$ cat src/rtl/dither_decoder.sv
// dither_decoder
// Receive-side counterpart of the RGB444 ordered-dither encoder. Each channel
// is averaged over the 4-pixel horizontal dither period and expanded from
// 4 to 8 bits, turning the 12-bit dithered stream back into RGB888.
//
// Optional feature (macro VERT_AVG_EN):
//   defined   - a one-line buffer of per-column channel sums adds vertical
//               averaging against the previous line; latency is 3 cycles.
//   undefined - horizontal-only reconstruction; latency is 2 cycles.
//
// Stream contract: valid-only, no backpressure. Reset is synchronous and
// active-high, and it wins over any input presented in the same cycle.

module dither_decoder #(
  parameter int H_VISIBLE = 1024,
  parameter int COL_W     = 11
) (
  input  logic              clk,
  input  logic              rst,
  input  logic              in_valid,
  input  logic [11:0]       in_pixel,
  input  logic              in_sol,
  input  logic              in_sof,
  output logic              out_valid,
  output logic [23:0]       out_pixel,
  output logic              out_sol,
  output logic              out_sof,
  output logic              col_err
);

  localparam logic [COL_W-1:0] COL_LAST = COL_W'(H_VISIBLE - 1);

  // Adds the four 4-bit history taps of one channel (maximum 60).
  function automatic logic [5:0] sum4(input logic [3:0] a, input logic [3:0] b,
                                      input logic [3:0] c, input logic [3:0] d);
    return 6'(a) + 6'(b) + 6'(c) + 6'(d);
  endfunction

  // Average of four 4-bit samples rescaled to 8 bits: (sum*17 + 2) >> 2.
  function automatic logic [7:0] expand_h(input logic [5:0] s);
    logic [9:0] t;
    t = 10'(s) * 10'd17 + 10'd2;
    return 8'(t >> 2);
  endfunction

  // A start of frame is always also a start of line, even if in_sol is low.
  logic sample_sol;
  assign sample_sol = in_sol | in_sof;

  // Per-channel dither history; h0 holds the newest sample.
  logic [3:0] r_h0, r_h1, r_h2, r_h3;
  logic [3:0] g_h0, g_h1, g_h2, g_h3;
  logic [3:0] b_h0, b_h1, b_h2, b_h3;

  // Column of the most recently accepted sample.
  logic [COL_W-1:0] col_cnt;

  // Stage-1 qualifiers travelling alongside the history registers.
  logic s1_valid, s1_sol, s1_sof;

  // Channel sums of the current history window.
  logic [5:0] sum_r, sum_g, sum_b;

  // History shift: a line start fills all four taps with the first pixel so
  // the previous line's tail never bleeds into the new line; gaps hold.
  always_ff @(posedge clk) begin
    if (rst) begin
      r_h0 <= '0; r_h1 <= '0; r_h2 <= '0; r_h3 <= '0;
      g_h0 <= '0; g_h1 <= '0; g_h2 <= '0; g_h3 <= '0;
      b_h0 <= '0; b_h1 <= '0; b_h2 <= '0; b_h3 <= '0;
    end else if (in_valid) begin
      if (sample_sol) begin
        r_h0 <= in_pixel[11:8]; r_h1 <= in_pixel[11:8];
        r_h2 <= in_pixel[11:8]; r_h3 <= in_pixel[11:8];
        g_h0 <= in_pixel[7:4];  g_h1 <= in_pixel[7:4];
        g_h2 <= in_pixel[7:4];  g_h3 <= in_pixel[7:4];
        b_h0 <= in_pixel[3:0];  b_h1 <= in_pixel[3:0];
        b_h2 <= in_pixel[3:0];  b_h3 <= in_pixel[3:0];
      end else begin
        r_h3 <= r_h2; r_h2 <= r_h1; r_h1 <= r_h0; r_h0 <= in_pixel[11:8];
        g_h3 <= g_h2; g_h2 <= g_h1; g_h1 <= g_h0; g_h0 <= in_pixel[7:4];
        b_h3 <= b_h2; b_h2 <= b_h1; b_h1 <= b_h0; b_h0 <= in_pixel[3:0];
      end
    end
  end

  // Column tracking with saturation; an overlong line latches col_err until
  // the next frame start, and a frame start takes priority over a new error.
  always_ff @(posedge clk) begin
    if (rst) begin
      col_cnt <= '0;
      col_err <= 1'b0;
    end else if (in_valid) begin
      if (sample_sol) begin
        col_cnt <= '0;
      end else if (col_cnt != COL_LAST) begin
        col_cnt <= col_cnt + 1'b1;
      end
      if (in_sof) begin
        col_err <= 1'b0;
      end else if (!sample_sol && (col_cnt == COL_LAST)) begin
        col_err <= 1'b1;
      end
    end
  end

  // Stage-1 qualifiers; line/frame flags only count on accepted samples.
  always_ff @(posedge clk) begin
    if (rst) begin
      s1_valid <= 1'b0;
      s1_sol   <= 1'b0;
      s1_sof   <= 1'b0;
    end else begin
      s1_valid <= in_valid;
      s1_sol   <= in_valid & sample_sol;
      s1_sof   <= in_valid & in_sof;
    end
  end

  // Horizontal sums over the four-pixel dither period.
  always_comb begin
    sum_r = sum4(r_h0, r_h1, r_h2, r_h3);
    sum_g = sum4(g_h0, g_h1, g_h2, g_h3);
    sum_b = sum4(b_h0, b_h1, b_h2, b_h3);
  end

`ifdef VERT_AVG_EN

  localparam int AW = $clog2(H_VISIBLE);

  // Two-line average of 6-bit sums rescaled to 8 bits: ((a+b)*17 + 4) >> 3.
  function automatic logic [7:0] expand_v(input logic [5:0] a, input logic [5:0] b);
    logic [11:0] t;
    t = (12'(a) + 12'(b)) * 12'd17 + 12'd4;
    return 8'(t >> 3);
  endfunction

  // Previous-line sums, one 18-bit {R,G,B} word per visible column.
  logic [17:0] line_mem [H_VISIBLE];
  logic [17:0] sum_cat;
  logic [17:0] prev_rd;
  logic [17:0] sum_cur_q;
  logic [17:0] sum_prev;
  logic [AW-1:0] mem_addr;

  // True while the stage-1 sample belongs to the first line of a frame, and
  // true when the stage-1 sample sits past the last visible column.
  logic first_line;
  logic line_over;

  logic s2_valid, s2_sol, s2_sof, s2_use_cur;

  assign sum_cat  = {sum_r, sum_g, sum_b};
  assign mem_addr = col_cnt[AW-1:0];

  // Line-position flags aligned with the history; after reset the buffer is
  // treated as stale so no pre-reset line is ever averaged in.
  always_ff @(posedge clk) begin
    if (rst) begin
      first_line <= 1'b1;
      line_over  <= 1'b0;
    end else if (in_valid) begin
      if (in_sof) begin
        first_line <= 1'b1;
      end else if (sample_sol) begin
        first_line <= 1'b0;
      end
      line_over <= !sample_sol && (col_cnt == COL_LAST);
    end
  end

  // Line buffer: read the previous line's sum and overwrite it with the
  // current one at the same column; overflow columns are never written.
  always_ff @(posedge clk) begin
    if (s1_valid) begin
      prev_rd <= line_mem[mem_addr];
      if (!line_over) begin
        line_mem[mem_addr] <= sum_cat;
      end
    end
  end

  // Stage 2 registers the current sums and decides whether the previous
  // line is usable or the current sums must stand in for it.
  always_ff @(posedge clk) begin
    if (rst) begin
      s2_valid   <= 1'b0;
      s2_sol     <= 1'b0;
      s2_sof     <= 1'b0;
      s2_use_cur <= 1'b0;
      sum_cur_q  <= '0;
    end else begin
      s2_valid <= s1_valid;
      s2_sol   <= s1_sol;
      s2_sof   <= s1_sof;
      if (s1_valid) begin
        sum_cur_q  <= sum_cat;
        s2_use_cur <= first_line | line_over;
      end
    end
  end

  // Previous-line sums with the first-line / overflow fallback applied.
  always_comb begin
    sum_prev = s2_use_cur ? sum_cur_q : prev_rd;
  end

  // Stage 3 output register; the pixel holds across bubbles.
  always_ff @(posedge clk) begin
    if (rst) begin
      out_valid <= 1'b0;
      out_sol   <= 1'b0;
      out_sof   <= 1'b0;
      out_pixel <= '0;
    end else begin
      out_valid <= s2_valid;
      out_sol   <= s2_sol;
      out_sof   <= s2_sof;
      if (s2_valid) begin
        out_pixel <= {expand_v(sum_cur_q[17:12], sum_prev[17:12]),
                      expand_v(sum_cur_q[11:6],  sum_prev[11:6]),
                      expand_v(sum_cur_q[5:0],   sum_prev[5:0])};
      end
    end
  end

`else

  // Stage 2 output register; the pixel holds across bubbles.
  always_ff @(posedge clk) begin
    if (rst) begin
      out_valid <= 1'b0;
      out_sol   <= 1'b0;
      out_sof   <= 1'b0;
      out_pixel <= '0;
    end else begin
      out_valid <= s1_valid;
      out_sol   <= s1_sol;
      out_sof   <= s1_sof;
      if (s1_valid) begin
        out_pixel <= {expand_h(sum_r), expand_h(sum_g), expand_h(sum_b)};
      end
    end
  end

`endif

endmodule

$ cat config.mk
export PLATFORM = sky130hd
export DESIGN_NAME = dither_decoder
export DESIGN_NICKNAME = d
export VERILOG_FILES = /design/src/rtl/dither_decoder.sv
export SDC_FILE = /design/constraint.sdc
export NUM_CORES = 1
export LEC_CHECK = 0
export ABC_AREA = 1
export CAP_MARGIN = 20
export CORE_UTILIZATION = 50
export DETAILED_ROUTE_END_ITERATION = 16
export PLACE_DENSITY = 0.71
export SLEW_MARGIN = 30
export SYNTH_ARGS = -nofsm -noshare
export SYNTH_HDL_FRONTEND = slang
export SYNTH_SLANG_ARGS = --single-unit
$ cat constraint.sdc
create_clock -name clk -period 11.6 [get_ports clk]
set_input_delay 1.16 -clock clk [delete_from_list [all_inputs] [get_ports clk]]
set_output_delay 1.16 -clock clk [all_outputs]
set_load 0.02 [all_outputs]
==> Yosys cells after proc, flatten, opt, wreduce, memory -nomap -nowiden <==
Index checks and enable logic that the tools add are counted.
{ "classes": {"n_reduce_logical": 6, "n_eq_ne": 2, "mul": 3, "n_addsub": 13, "n_bitwise": 3, "mux": 13} }
{ "ops": {"columns": ["op", "count"], "rows": [
  ["$mux W4", 9],
  ["$add A10 B2 Y10 const B", 3],
  ["$mul A6 B5 Y10 const B", 3],
  ["$mux W11", 2],
  ["$add A5 B4 Y6", 3],
  ["$add A6 B4 Y6", 3],
  ["$add A4 B4 Y5", 3],
  ["$add A11 B1 Y11 const B", 1],
  ["$eq A11 B10 Y1 const B", 1],
  ["$ne A11 B10 Y1 const B", 1],
  ["$reduce_and A2 Y1", 2],
  ["$reduce_bool A2 Y1", 2],
  ["$and A1 B1 Y1", 2],
  ["$mux W1", 2],
  ["$logic_and A1 B1 Y1", 1],
  ["$logic_not A1 Y1", 1],
  ["$or A1 B1 Y1", 1]
]} }
{ "word_totals": {"regBits": 90, "word_cells": 61, "out_inout_bits": 28} }

==> Depth between registers and ports, before layout <==
Gate-level depths: netlist of run 1.
{ "logic_depth": {"depth_word": 5, "depth_mapped": 22} }

==> Worst setup path after synthesis of run 1 <==
Ideal clock, no wire load.
{ "synth_timing": {"path_type": "register to register", "start": "reg b_h0[1]", "end": "reg out_pixel[5]", "path_slack_ns": 7.947, "path_stages_with_launch": 21, "arrival_time_ns": 3.544, "period_less_slack_ns": 3.653, "path_buffers": 0, "setup_time_ns": 0.109, "cell_sequence": "dfxtp_1 inv_1 fa_1 fa_1 inv_1 ha_1 fa_1 nand2_1 inv_1 o21ai_0 nand2_1 ha_1 ha_1 nand2_1 inv_1 nand4_1 nand2_1 xor2_1 nand2_1 nand2_1 inv_1"} }
{ "synth_between": {"elab_chain_cells": 5} }
{ "synth_rtl": {"columns": ["element", "line", "text"], "rows": [
  ["from (decl)", "53", "logic [3:0] b_h0, b_h1, b_h2, b_h3;"],
  ["from (signal assigned)", "77", "b_h0 <= in_pixel[3:0]; b_h1 <= in_pixel[3:0];"],
  ["from (signal assigned)", "82", "b_h3 <= b_h2; b_h2 <= b_h1; b_h1 <= b_h0; b_h0 <= in_pixel[3:0];"],
  ["$add A4 B4 Y5", "36", "return 6'(a) + 6'(b) + 6'(c) + 6'(d);"],
  ["$add A5 B4 Y6", "36", null],
  ["$add A6 B4 Y6", "36", null],
  ["$mul A6 B5 Y10", "42", "t = 10'(s) * 10'd17 + 10'd2;"],
  ["$add A10 B2 Y10", "42", null],
  ["to (signal assigned)", "241", "out_pixel <= {expand_h(sum_r), expand_h(sum_g), expand_h(sum_b)};"],
  ["to (decl)", "25", "output logic [23:0] out_pixel,"]
]} }
No other way between the ends.
A chain may end at the register's enable or synchronous reset.

==> Worst setup path after layout of run 1 <==
{ "layout_timing": {"start": "reg r_h0[1]", "end": "reg out_pixel[22]"} }
{ "layout_between": {"elab_chain_cells": 5} }
{ "layout_rtl": {"columns": ["element", "line", "text"], "rows": [
  ["from (decl)", "51", "logic [3:0] r_h0, r_h1, r_h2, r_h3;"],
  ["from (signal assigned)", "73", "r_h0 <= in_pixel[11:8]; r_h1 <= in_pixel[11:8];"],
  ["from (signal assigned)", "80", "r_h3 <= r_h2; r_h2 <= r_h1; r_h1 <= r_h0; r_h0 <= in_pixel[11:8];"],
  ["$add A4 B4 Y5", "36", null],
  ["$add A5 B4 Y6", "36", null],
  ["$add A6 B4 Y6", "36", null],
  ["$mul A6 B5 Y10", "42", null],
  ["$add A10 B2 Y10", "42", null]
]} }
No other way between the ends.

==> results of run 1 <==
==> area by class of cell <==
type,instances,area [µm²]
Sequential cell,90,1802
Timing Repair Buffer,46,452.9
Clock buffer,11,131.4
Tap cell,133,166.4
Inverter,116,435.4
Multi-Input combinational cell,427,2739
Fill cell,920,4003
Clock inverter,3,90.09
==> metal layers <==
metal | track usage | share of wire | routed length, µm | vias up
met5 | 0 | 0 | 0 | -
met4 | 0.07476 | 0.014 | 142 | 0
met3 | 0.03864 | 0.044 | 453 | 13
met2 | 0.3641 | 0.48 | 4941 | 98
met1 | 0.2581 | 0.46 | 4673 | 2000
li1 | - | - | - | 2172
==> metrics by stage <==
stage | util | setup slack [ps] | instance area (µm²) | hold WS, ps
finish | 0.5924 | 7603 | 5817 | 412.1
global route | 0.5924 | 7302 | 5817 | 428.9
CTS | 0.5921 | 7617 | 5814 | 418.4
detailed placement | 0.5696 | 7664 | 5593 | 405.1
global placement | 0.5696 | 7830 | 5593 | 393.3
floorplan | - | 7947 | 5105 | 388.3
==> worst max path at each step <==
stage / slack, ps / cells after the start / end
6_report: 7600 / 19 / out_pixel[22]
5_1_grt: 7300 / 19 / out_pixel[22]
4_1_cts: 7620 / 19 / out_pixel[22]
3_5_place_dp: 7660 / 19 / out_pixel[22]
3_3_place_gp: 7830 / 20 / out_pixel[5]
2_1_floorplan: 7950 / 20 / out_pixel[5]
==> cell usage after synthesis, types with 6 or more instances <==
cell type	number
inv_1	112
nand2_1	111
dfxtp_1	90
nor2_1	71
a21oi_1	47
o21ai_0	45
ha_1	35
nand3_1	28
a221oi_1	24
fa_1	24
clkbuf_1	16
nor3_1	8
buf_2	7
xor2_1	6
==> tightest hold or removal path: stages, from the launching register on <==
cell and delay, ps:
dfxtp_1 300, inv_1 40, nor2_1 30
==> cells by family after synthesis <==
group	share of synthesized area
AOI/OAI and AO/OA	0.1510
xor gates and xnor gates	0.01863
adders and majority gates	0.1799
buffers and inverters	0.1105
DFF	0.3529
and+or+nand+nor	0.1870
==> power by group <==
group / leakage (nW) / internal [mW] / switching, mW
clock: 0.109 / 0.141 / 0.106
sequential: 0.743 / 0.331 / 0.0115
combinational: 1.78 / 0.125 / 0.182
==> run metrics, run 1 <==
status completed; Cells after DPL approximately 810; FF-to-FF setup slack 7600 ps; Critical Path, Cell by Cell inv_1 > fa_1 > fa_1 > inv_1 > ha_1 > fa_1 > a31oi_1 > inv_1 > ha_1 > ha_1 > nand3_1 > nand2_1 > nand2_1 > nand2_1 > nand2_1 > a21oi_1 > o21ai_0 > nand2_1 > inv_1; Clock Skews 9.948 ps; max-slew violations 0; RSZ-0062 raised after global routing no; Design Power roughly 0.90 mW; most frequent cells in the layout nand2_1, inv_1, dfxtp_1, nor2_1, a21oi_1; Synth Area per Inst about 7.7 µm²; Post-Route WL between 10,000 and 15,000 µm; dominant synthesized flop cell dfxtp_1; Area Growth Syn to Fin 13.95%; Num CTS Buffers 9; share of cells above drive strength 1 0.04762; maximum clock rate roughly 250 MHz; relative slew slack 0.4084; YS warnings 0; Largest register FFs 24; Std-Cell Rows 36; total gr overflow 0; Worst Setup Path Type flip-flop to flip-flop; DP Wirelength roughly 7200 µm; Biggest register out_pixel; Worst Max-Slew Pin Slew about 890 ps; synth unique cells 34; Mapped Cells about 660; Synth async-reset ratio 0; port bufs 44; Crit-path slowest cell fa_1; number of global-route vias before repair ~4,000; Worst-path clk slew around 80 ps; Hold EP out_sof; TritonCTS clock tree done; Boundary Pins 45; post-synth top area share 0.3529; CTS sink cnt 90; CP delay by family, top adder cells; final hold viol count 0; syn_nets around 740; Skew-Pair Late Insertion Delay approximately 360 ps; gpl congestion ~0.85; Final nets 766; R2R cell count 19; Initial Utilization 0.5199; Seq cells post-synth 90; CP startpoint r_h0[1]; Buf/Inv on CP 4; diodes inserted 0; worst hold stages 2; Final Setup Violations 0; top flop regs out_pixel x24, col_cnt x11; Die H around 100 µm; area leader, netlist dfxtp_1; Cell Count, Final, Fillers Out between 800 and 900; Worst EP arrival about 4300 ps; first-pass iteration count of the detailed router 5; FF-to-FF End out_pixel[22]; setup bufs post-CTS 0; largest net degree at the start of global routing 59; initial antenna violation count 0; Max clock buf depth 2; hold buffer count at cts 0; largest cells by area after synthesis dfxtp_1, fa_1, ha_1; final worst-path cycle share 0.3446; crit path launch type flip-flop; Core Area a little under 10,000 µm²; wire per inst 12.36 µm; die area roughly 11,000 µm²; Power Density approximately 150 nW/µm²; number of flops mapped to enable cells by yosys 0; worst stage delay on the critical path 520 ps; leakage power total between 2 and 3 nW; CTS Root Cell clkbuf_8; Worst Path Required between 10,000 and 15,000 ps; die width about 100 µm; first-pass GRT wire length 17,370 µm; MaxCap Viol Count 0; Peak VDD IR ~0.077 mV; reg2reg start r_h0[1]; Synth Cell Area around 5000 µm²; DRC errors left 0; register area share after synthesis 0.3529; CP endpoint kind flip-flop; Hold Crit Start s1_sof; initial DRC count 188; Vias 4,283; crit-path max FO 3; H-tree Lvls 3; Min-Delay Path Class flip-flop to flip-flop; minimum clock period ~4000 ps; All-Layer GR Usage 0.2089; Resized cells post-CTS 0; CP most frequent cell nand2_1; vias per cell a little over 5; DRT antenna net count 0; Final TNS setup 0 ps
(Power assumes the default switching activity.)
==> inputs of run 2 (changes only) <==
--- a/config.mk
+++ b/config.mk
@@ -9,7 +9,7 @@
 export CAP_MARGIN = 20
 export CORE_UTILIZATION = 50
 export DETAILED_ROUTE_END_ITERATION = 16
-export PLACE_DENSITY = 0.71
+export PLACE_DENSITY = 0.73
 export SLEW_MARGIN = 30
 export SYNTH_ARGS = -nofsm -noshare
 export SYNTH_HDL_FRONTEND = slang
==> constraint.sdc (replaced) <==
create_clock -name clk -period 3.23 [get_ports clk]
set_input_delay 0.323 -clock clk [delete_from_list [all_inputs] [get_ports clk]]
set_output_delay 0.323 -clock clk [all_outputs]
set_load 0.02 [all_outputs]
==> run metrics, run 2 (synthesis gave the netlist of run 1 again) <==
minimum clock period 3597 ps (-400.0 ps); CTS sink cnt 90 (unchanged); leakage power total 3.042 nW (+15%); maximum clock rate 278.0 MHz (+11%); FILL cells 795 (-14%); Hold Slack 408.3 ps (-3.780 ps); Biggest register out_pixel; final setup margin -366.8 ps (-7970 ps); Critical Path, Cell by Cell inv_2 > fa_1 > fa_1 > inv_2 > ha_4 > fa_2 > nand2_2 > inv_2 > o21ai_2 > nand2_2 > ha_4 > ha_4 > nand2_2 > inv_2 > nand4_1 > nand2_2 > xor2_1 > nand2_1 > nand2_1 > inv_1; clock power share 0.214 (-0.061); Post-Route WL 12,200 µm (+19%); final worst-path cycle share 1.114 (+0.7690); CTS Root Cell clkbuf_8; Core Area 9819 µm² (unchanged); max-slew violations 0 (unchanged); Boundary Pins 45 (unchanged); Die H 103.0 µm (unchanged); first-pass GRT wire length 19,340 µm (+11%); number of global-route vias before repair 4,398 (+11%); MaxCap Viol Count 0 (unchanged); Area Growth Syn to Fin 34.17%; FF-to-FF setup slack -370 ps (-7970 ps); All-Layer GR Usage 0.2328 (+0.02394); R2R cell count 20 (+1); Switching Fraction 0.3602 (+0.02594); Final TNS setup -2684 ps (-2684 ps); Final nets 856 (+12%); FF-to-FF End out_pixel[5]; H-tree Lvls 3 (unchanged); initial antenna violation count 0 (unchanged); Skew-Pair Late Insertion Delay 380 ps (+20 ps); top flop regs out_pixel x24, col_cnt x11; final hold viol count 0 (unchanged); Seq pwr share 0.317 (-0.065); Cell Count, Final, Fillers Out 918 (+11%); failing checks negative setup slack; Num CTS Buffers 9 (unchanged); DRT antenna net count 0 (unchanged); TritonCTS clock tree done; DP Wirelength 7874 µm (+9.6%); reg2reg start b_h1[1]; Final Setup Violations 14 (+14); gpl congestion 0.8217 (-3.0%); share of cells above drive strength 1 0.2624 (+0.2148); crit path launch type flip-flop; Worst-path clk slew 100 ps (+20 ps); Switching Power 1.402 mW (+370%); status finished, violations left; Int Pwr 2.491 mW (+320%); Clock Skews 11.35 ps (+1.401 ps); die area 10,620 µm² (unchanged); first-pass iteration count of the detailed router 8 (+3); Peak VDD IR 0.2556 mV (+230%); Largest register FFs 24 (unchanged); largest net degree at the start of global routing 59 (unchanged); total gr overflow 0 (unchanged); relative slew slack 0.3858 (-0.02260); Worst EP arrival 3890 ps (-370 ps); die width 103.0 µm (unchanged); diodes inserted 0 (unchanged); worst stage delay on the critical path 530 ps (about the same); most common cell after layout, fill and taps aside nand2_1; Crit-path slowest cell fa_1; CP endpoint kind flip-flop; RSZ-0062 raised after global routing yes; most frequent cells in the layout nand2_1, inv_1, buf_4, dfxtp_1, nor2_1; DRC errors left 0 (unchanged); initial DRC count 143 (-24%); Worst Setup Path Type flip-flop to flip-flop; port bufs 44 (unchanged); Max clock buf depth 2 (unchanged); Std-Cell Rows 36 (unchanged); Worst Max-Slew Pin Slew 919.9 ps (+33.85 ps); Power Density 568.4 nW/µm² (+270%); Worst Path Required 3520 ps (-8340 ps); vias per cell 5.126 (-1.1%); crit-path max FO 3 (unchanged); Initial Utilization 0.5199 (unchanged); CP startpoint b_h1[1]; final core occ 0.6975 (+0.1051); wire per inst 13.29 µm (+7.5%); Vias 4,706 (+9.9%); worst setup path endpoint out_pixel[5]; Comb pwr share 0.469 (+0.126); Min-Delay Path Class flip-flop to flip-flop; Cells after DPL 878 (+8.1%); Setup WS pre-CTS -245.4 ps (-7909 ps)
==> run 2: cell count changes in the layout (fill, tap and decap cells not counted), moves of 9 or more <==
| cell | delta |
|---|---|
| buf_4 | +85 |
| dfxtp_1 | -9 |
| dfxtp_2 | +9 |
| ha_1 | -19 |
| ha_4 | +14 |
| inv_1 | -17 |
| inv_2 | +16 |
| nand2_1 | -12 |
| nand2_2 | +12 |
| o21ai_0 | -12 |
| o21ai_1 | +10 |
==> run 2: layout make-up <==
| type | count | area (µm²) | area share |
|---|---|---|---|
| multi-input cells | 427 | 3082 | 0.4499 |
| inverters | 116 | 437.9 | 0.06394 |
| clock inverters | 6 | 71.32 | 0.01041 |
| flip-flops and latches | 90 | 1813 | 0.2647 |
| repair buffers | 136 | 1141 | 0.1666 |
| clock buffers | 10 | 137.6 | 0.02009 |
| well taps | 133 | 166.4 | 0.02430 |
==> run 2: how the worst min path moves through the flow <==
stage	start	end	slack, ps	depth (start not counted)
global placement	s1_sol	out_sol	390	2
CTS	s1_sol	out_sol	410	2
detailed placement	s1_sol	out_sol	400	2
floorplan	s1_sof	out_sof	390	2
global route	s1_sol	out_sol	420	2
finish	s1_sol	out_sol	410	2
==> run 2: stage by stage <==
step           area, µm²  total power [mW]
2_1_floorplan       5248             2.179
3_3_place_gp        6231             2.689
3_5_place_dp        6231             2.738
4_1_cts             6645             3.675
5_1_grt             6849             4.141
6_report            6849             3.893
==> run 2: metal layers <==
| metal | share of wire | vias to the layer above | GRT usage | wire length, µm |
|---|---|---|---|---|
| met3 | 0.041 | 25 | 0.04542 | 501 |
| met5 | 0 | - | 0 | 0 |
| met2 | 0.50 | 106 | 0.4036 | 6105 |
| met1 | 0.44 | 2219 | 0.2870 | 5336 |
| met4 | 0.021 | 0 | 0.08559 | 252 |
| li1 | - | 2356 | - | - |
==> run 2: worst max-delay path, delay by kind of cell, from the launching register on <==
family          cells  cell delay (ps)
compound gates      1              150
xor+xnor            1              160
fa+ha+maj           6             2080
buf+inv             5              210
flops               1              350
simple gates        7              570
==> run 2: what timing repair did <==
item,4_1_cts,5_1_grt
resized for setup,23,47
setup endpoints to repair,15,19
pin swaps,14,27
buffers inserted,17,7
hold buffers,0,0
==> run 2: power by group through the flow <==
stage               Clock (mW)  Sequential [mW]  Combinational (mW)
finish                   0.833             1.23                1.83
global route             0.899             1.24                2.00
CTS                      0.849             1.23                1.59
detailed placement           0             1.26                1.48
global placement             0             1.25                1.43
floorplan                    0             1.30               0.884
==> inputs of run 3 (changes only) <==
--- a/config.mk
+++ b/config.mk
@@ -9,7 +9,9 @@
 export CAP_MARGIN = 20
 export CORE_UTILIZATION = 50
 export DETAILED_ROUTE_END_ITERATION = 16
+export GPL_TIMING_DRIVEN = 0
 export PLACE_DENSITY = 0.73
+export RECOVER_POWER = 50
 export SLEW_MARGIN = 30
 export SYNTH_ARGS = -nofsm -noshare
 export SYNTH_HDL_FRONTEND = slang
==> run metrics, run 3 (synthesis gave the netlist of run 1 again) <==
CP endpoint kind flip-flop; die width 103.0 µm (unchanged); Max clock buf depth 2 (unchanged); Worst EP arrival 3820 ps (-70 ps); FF-to-FF setup slack -310 ps (+60 ps); most frequent cells in the layout nand2_1, inv_1, dfxtp_1, nor2_1, a21oi_1; diodes inserted 0 (unchanged); Hold Slack 414.2 ps (+5.884 ps); Cells after DPL 837 (-4.7%); Hold EP out_sol; Largest register FFs 24 (unchanged); final hold viol count 0 (unchanged); number of global-route vias before repair 4,309 (-2.0%); most common cell after layout, fill and taps aside nand2_1; MaxCap Viol Count 0 (unchanged); final core occ 0.6599 (-0.03759); first-pass iteration count of the detailed router 5 (-3); Post-Route WL 12,630 µm (+3.6%); Num CTS Buffers 9 (unchanged); status finished, violations left; Worst Setup Path Type flip-flop to flip-flop; All-Layer GR Usage 0.2408 (+0.007948); Clock Skews 11.41 ps (+0.06270 ps); final setup margin -309.5 ps (+57.33 ps); hold buffer count at cts 0 (unchanged); Worst-path clk slew 100 ps (about the same); CTS Root Cell clkbuf_8; initial DRC count 302 (+110%); Vias 4,579 (-2.7%); Final nets 819 (-4.3%); Hold Crit Start s1_sol; Critical Path, Cell by Cell inv_2 > fa_1 > fa_1 > inv_2 > ha_4 > fa_2 > nand2_2 > inv_2 > o21ai_2 > nand2_2 > ha_4 > ha_4 > nand2_1 > inv_1 > nand4_1 > nand2_2 > xor2_1 > nand2_1 > nand2_1 > inv_1; maximum clock rate 282.5 MHz (+1.6%); Setup WS pre-CTS -335.6 ps (-90.22 ps); crit path launch type flip-flop; wire per inst 14.34 µm (+7.9%); Design Power 3.661 mW (-6.0%); CTS sink cnt 90 (unchanged); Worst Path Required 3510 ps (about the same); Power Density 565.0 nW/µm² (-0.59%); Buf/Inv on CP 5 (unchanged); vias per cell 5.198 (+1.4%); TritonCTS clock tree done; Peak VDD IR 0.2407 mV (-5.8%); Skew-Pair Late Insertion Delay 370 ps (about the same); Area Growth Syn to Fin 26.94%; leakage power total 2.802 nW (-7.9%); crit-path max FO 3 (unchanged); total gr overflow 0 (unchanged); largest net degree at the start of global routing 17 (-71%); die area 10,620 µm² (unchanged); failing checks negative setup slack; worst stage delay on the critical path 510 ps (-20 ps); gpl congestion 0.8212 (about the same); RSZ-0062 raised after global routing yes; first-pass GRT wire length 19,640 µm (+1.5%); Die H 103.0 µm (unchanged); Initial Utilization 0.5199 (unchanged); Cell Count, Final, Fillers Out 881 (-4.0%); Crit-path slowest cell fa_1; FF-to-FF End out_pixel[5]; H-tree Lvls 3 (unchanged); initial antenna violation count 0 (unchanged); max-slew violations 0 (unchanged); relative slew slack 0.5589 (+0.1730); DRT antenna net count 0 (unchanged); worst hold stages 2 (unchanged); Std-Cell Rows 36 (unchanged); DP Wirelength 8853 µm (+12%); Final Setup Violations 13 (-1); Core Area 9819 µm² (unchanged); port bufs 43 (-2.3%); CP delay by family, top adder cells; top flop regs out_pixel x24, col_cnt x11; R2R cell count 20 (unchanged); final worst-path cycle share 1.096 (-0.01775); share of cells above drive strength 1 0.1939 (-0.06857); critical path depth 20 (unchanged); reg2reg start b_h0[1]; DRC errors left 0 (unchanged); Boundary Pins 45 (unchanged); Biggest register out_pixel; Min-Delay Path Class flip-flop to flip-flop; minimum clock period 3539 ps (-57.33 ps); Worst Max-Slew Pin Slew 661.7 ps (-258.2 ps)
[run 3: final cells by class]
class | instances | area, µm²
fill | 829 | 3339
inverter | 116 | 435.4
sequential | 90 | 1815
clock buffer | 9 | 123.9
tap | 133 | 166.4
clock inverter | 7 | 76.32
buffer | 28 | 118.9
timing repair buffer | 71 | 655.6
multi-input combinational | 427 | 3088
[run 3: worst max path at each step]
stage / startpoint / endpoint / slack, ps
final: b_h0[1] / out_pixel[5] / -310
after global routing: b_h0[1] / out_pixel[7] / -470
after CTS: b_h2[1] / out_pixel[7] / -270
after detailed placement: b_h1[1] / out_pixel[7] / -340
after global placement: b_h2[1] / out_pixel[5] / -270
after floorplan: b_h2[1] / out_pixel[5] / -100
[run 3: where the power goes]
part / internal [mW] / switching (mW) / total (mW)
Clock: 0.363 / 0.440 / 0.803
Combinational: 0.753 / 0.869 / 1.62
Sequential: 1.19 / 0.0446 / 1.24
[run 3: stage by stage]
| stage | instance area [µm²] | setup TNS (ps) |
|---|---|---|
| after floorplan | 5248 | -358.3 |
| after global placement | 5844 | -1890 |
| after detailed placement | 5844 | -2496 |
| after CTS | 6279 | -1609 |
| after global routing | 6480 | -4197 |
| final | 6480 | -1953 |
[run 3: routing by layer]
layer  global-route usage  share of wire  up-vias
li1                     -              -     2286
met1               0.3011           0.44     2145
met2               0.4092           0.49      122
met3              0.04746          0.046       26
met4              0.09426          0.025        0
met5                    0              0        -
[run 3: timing repair]
action / 4_1_cts / 5_1_grt
pin swaps: 25 / 21
resized for setup: 27 / 43
endpoints found under the setup margin: 12 / 17
gates cloned: 0 / 0
buffers inserted: 18 / 10
[run 3: worst register-to-register path, stage by stage (launching register included)]
cell and delay (ps):
dfxtp_2 340, inv_2 50, fa_1 490, fa_1 510
inv_2 50, ha_4 150, fa_2 350, nand2_2 80
inv_2 40, o21ai_2 120, nand2_2 100, ha_4 230
ha_4 280, nand2_1 40, inv_1 40, nand4_1 110
nand2_2 140, xor2_1 160, nand2_1 70, nand2_1 80
inv_1 30
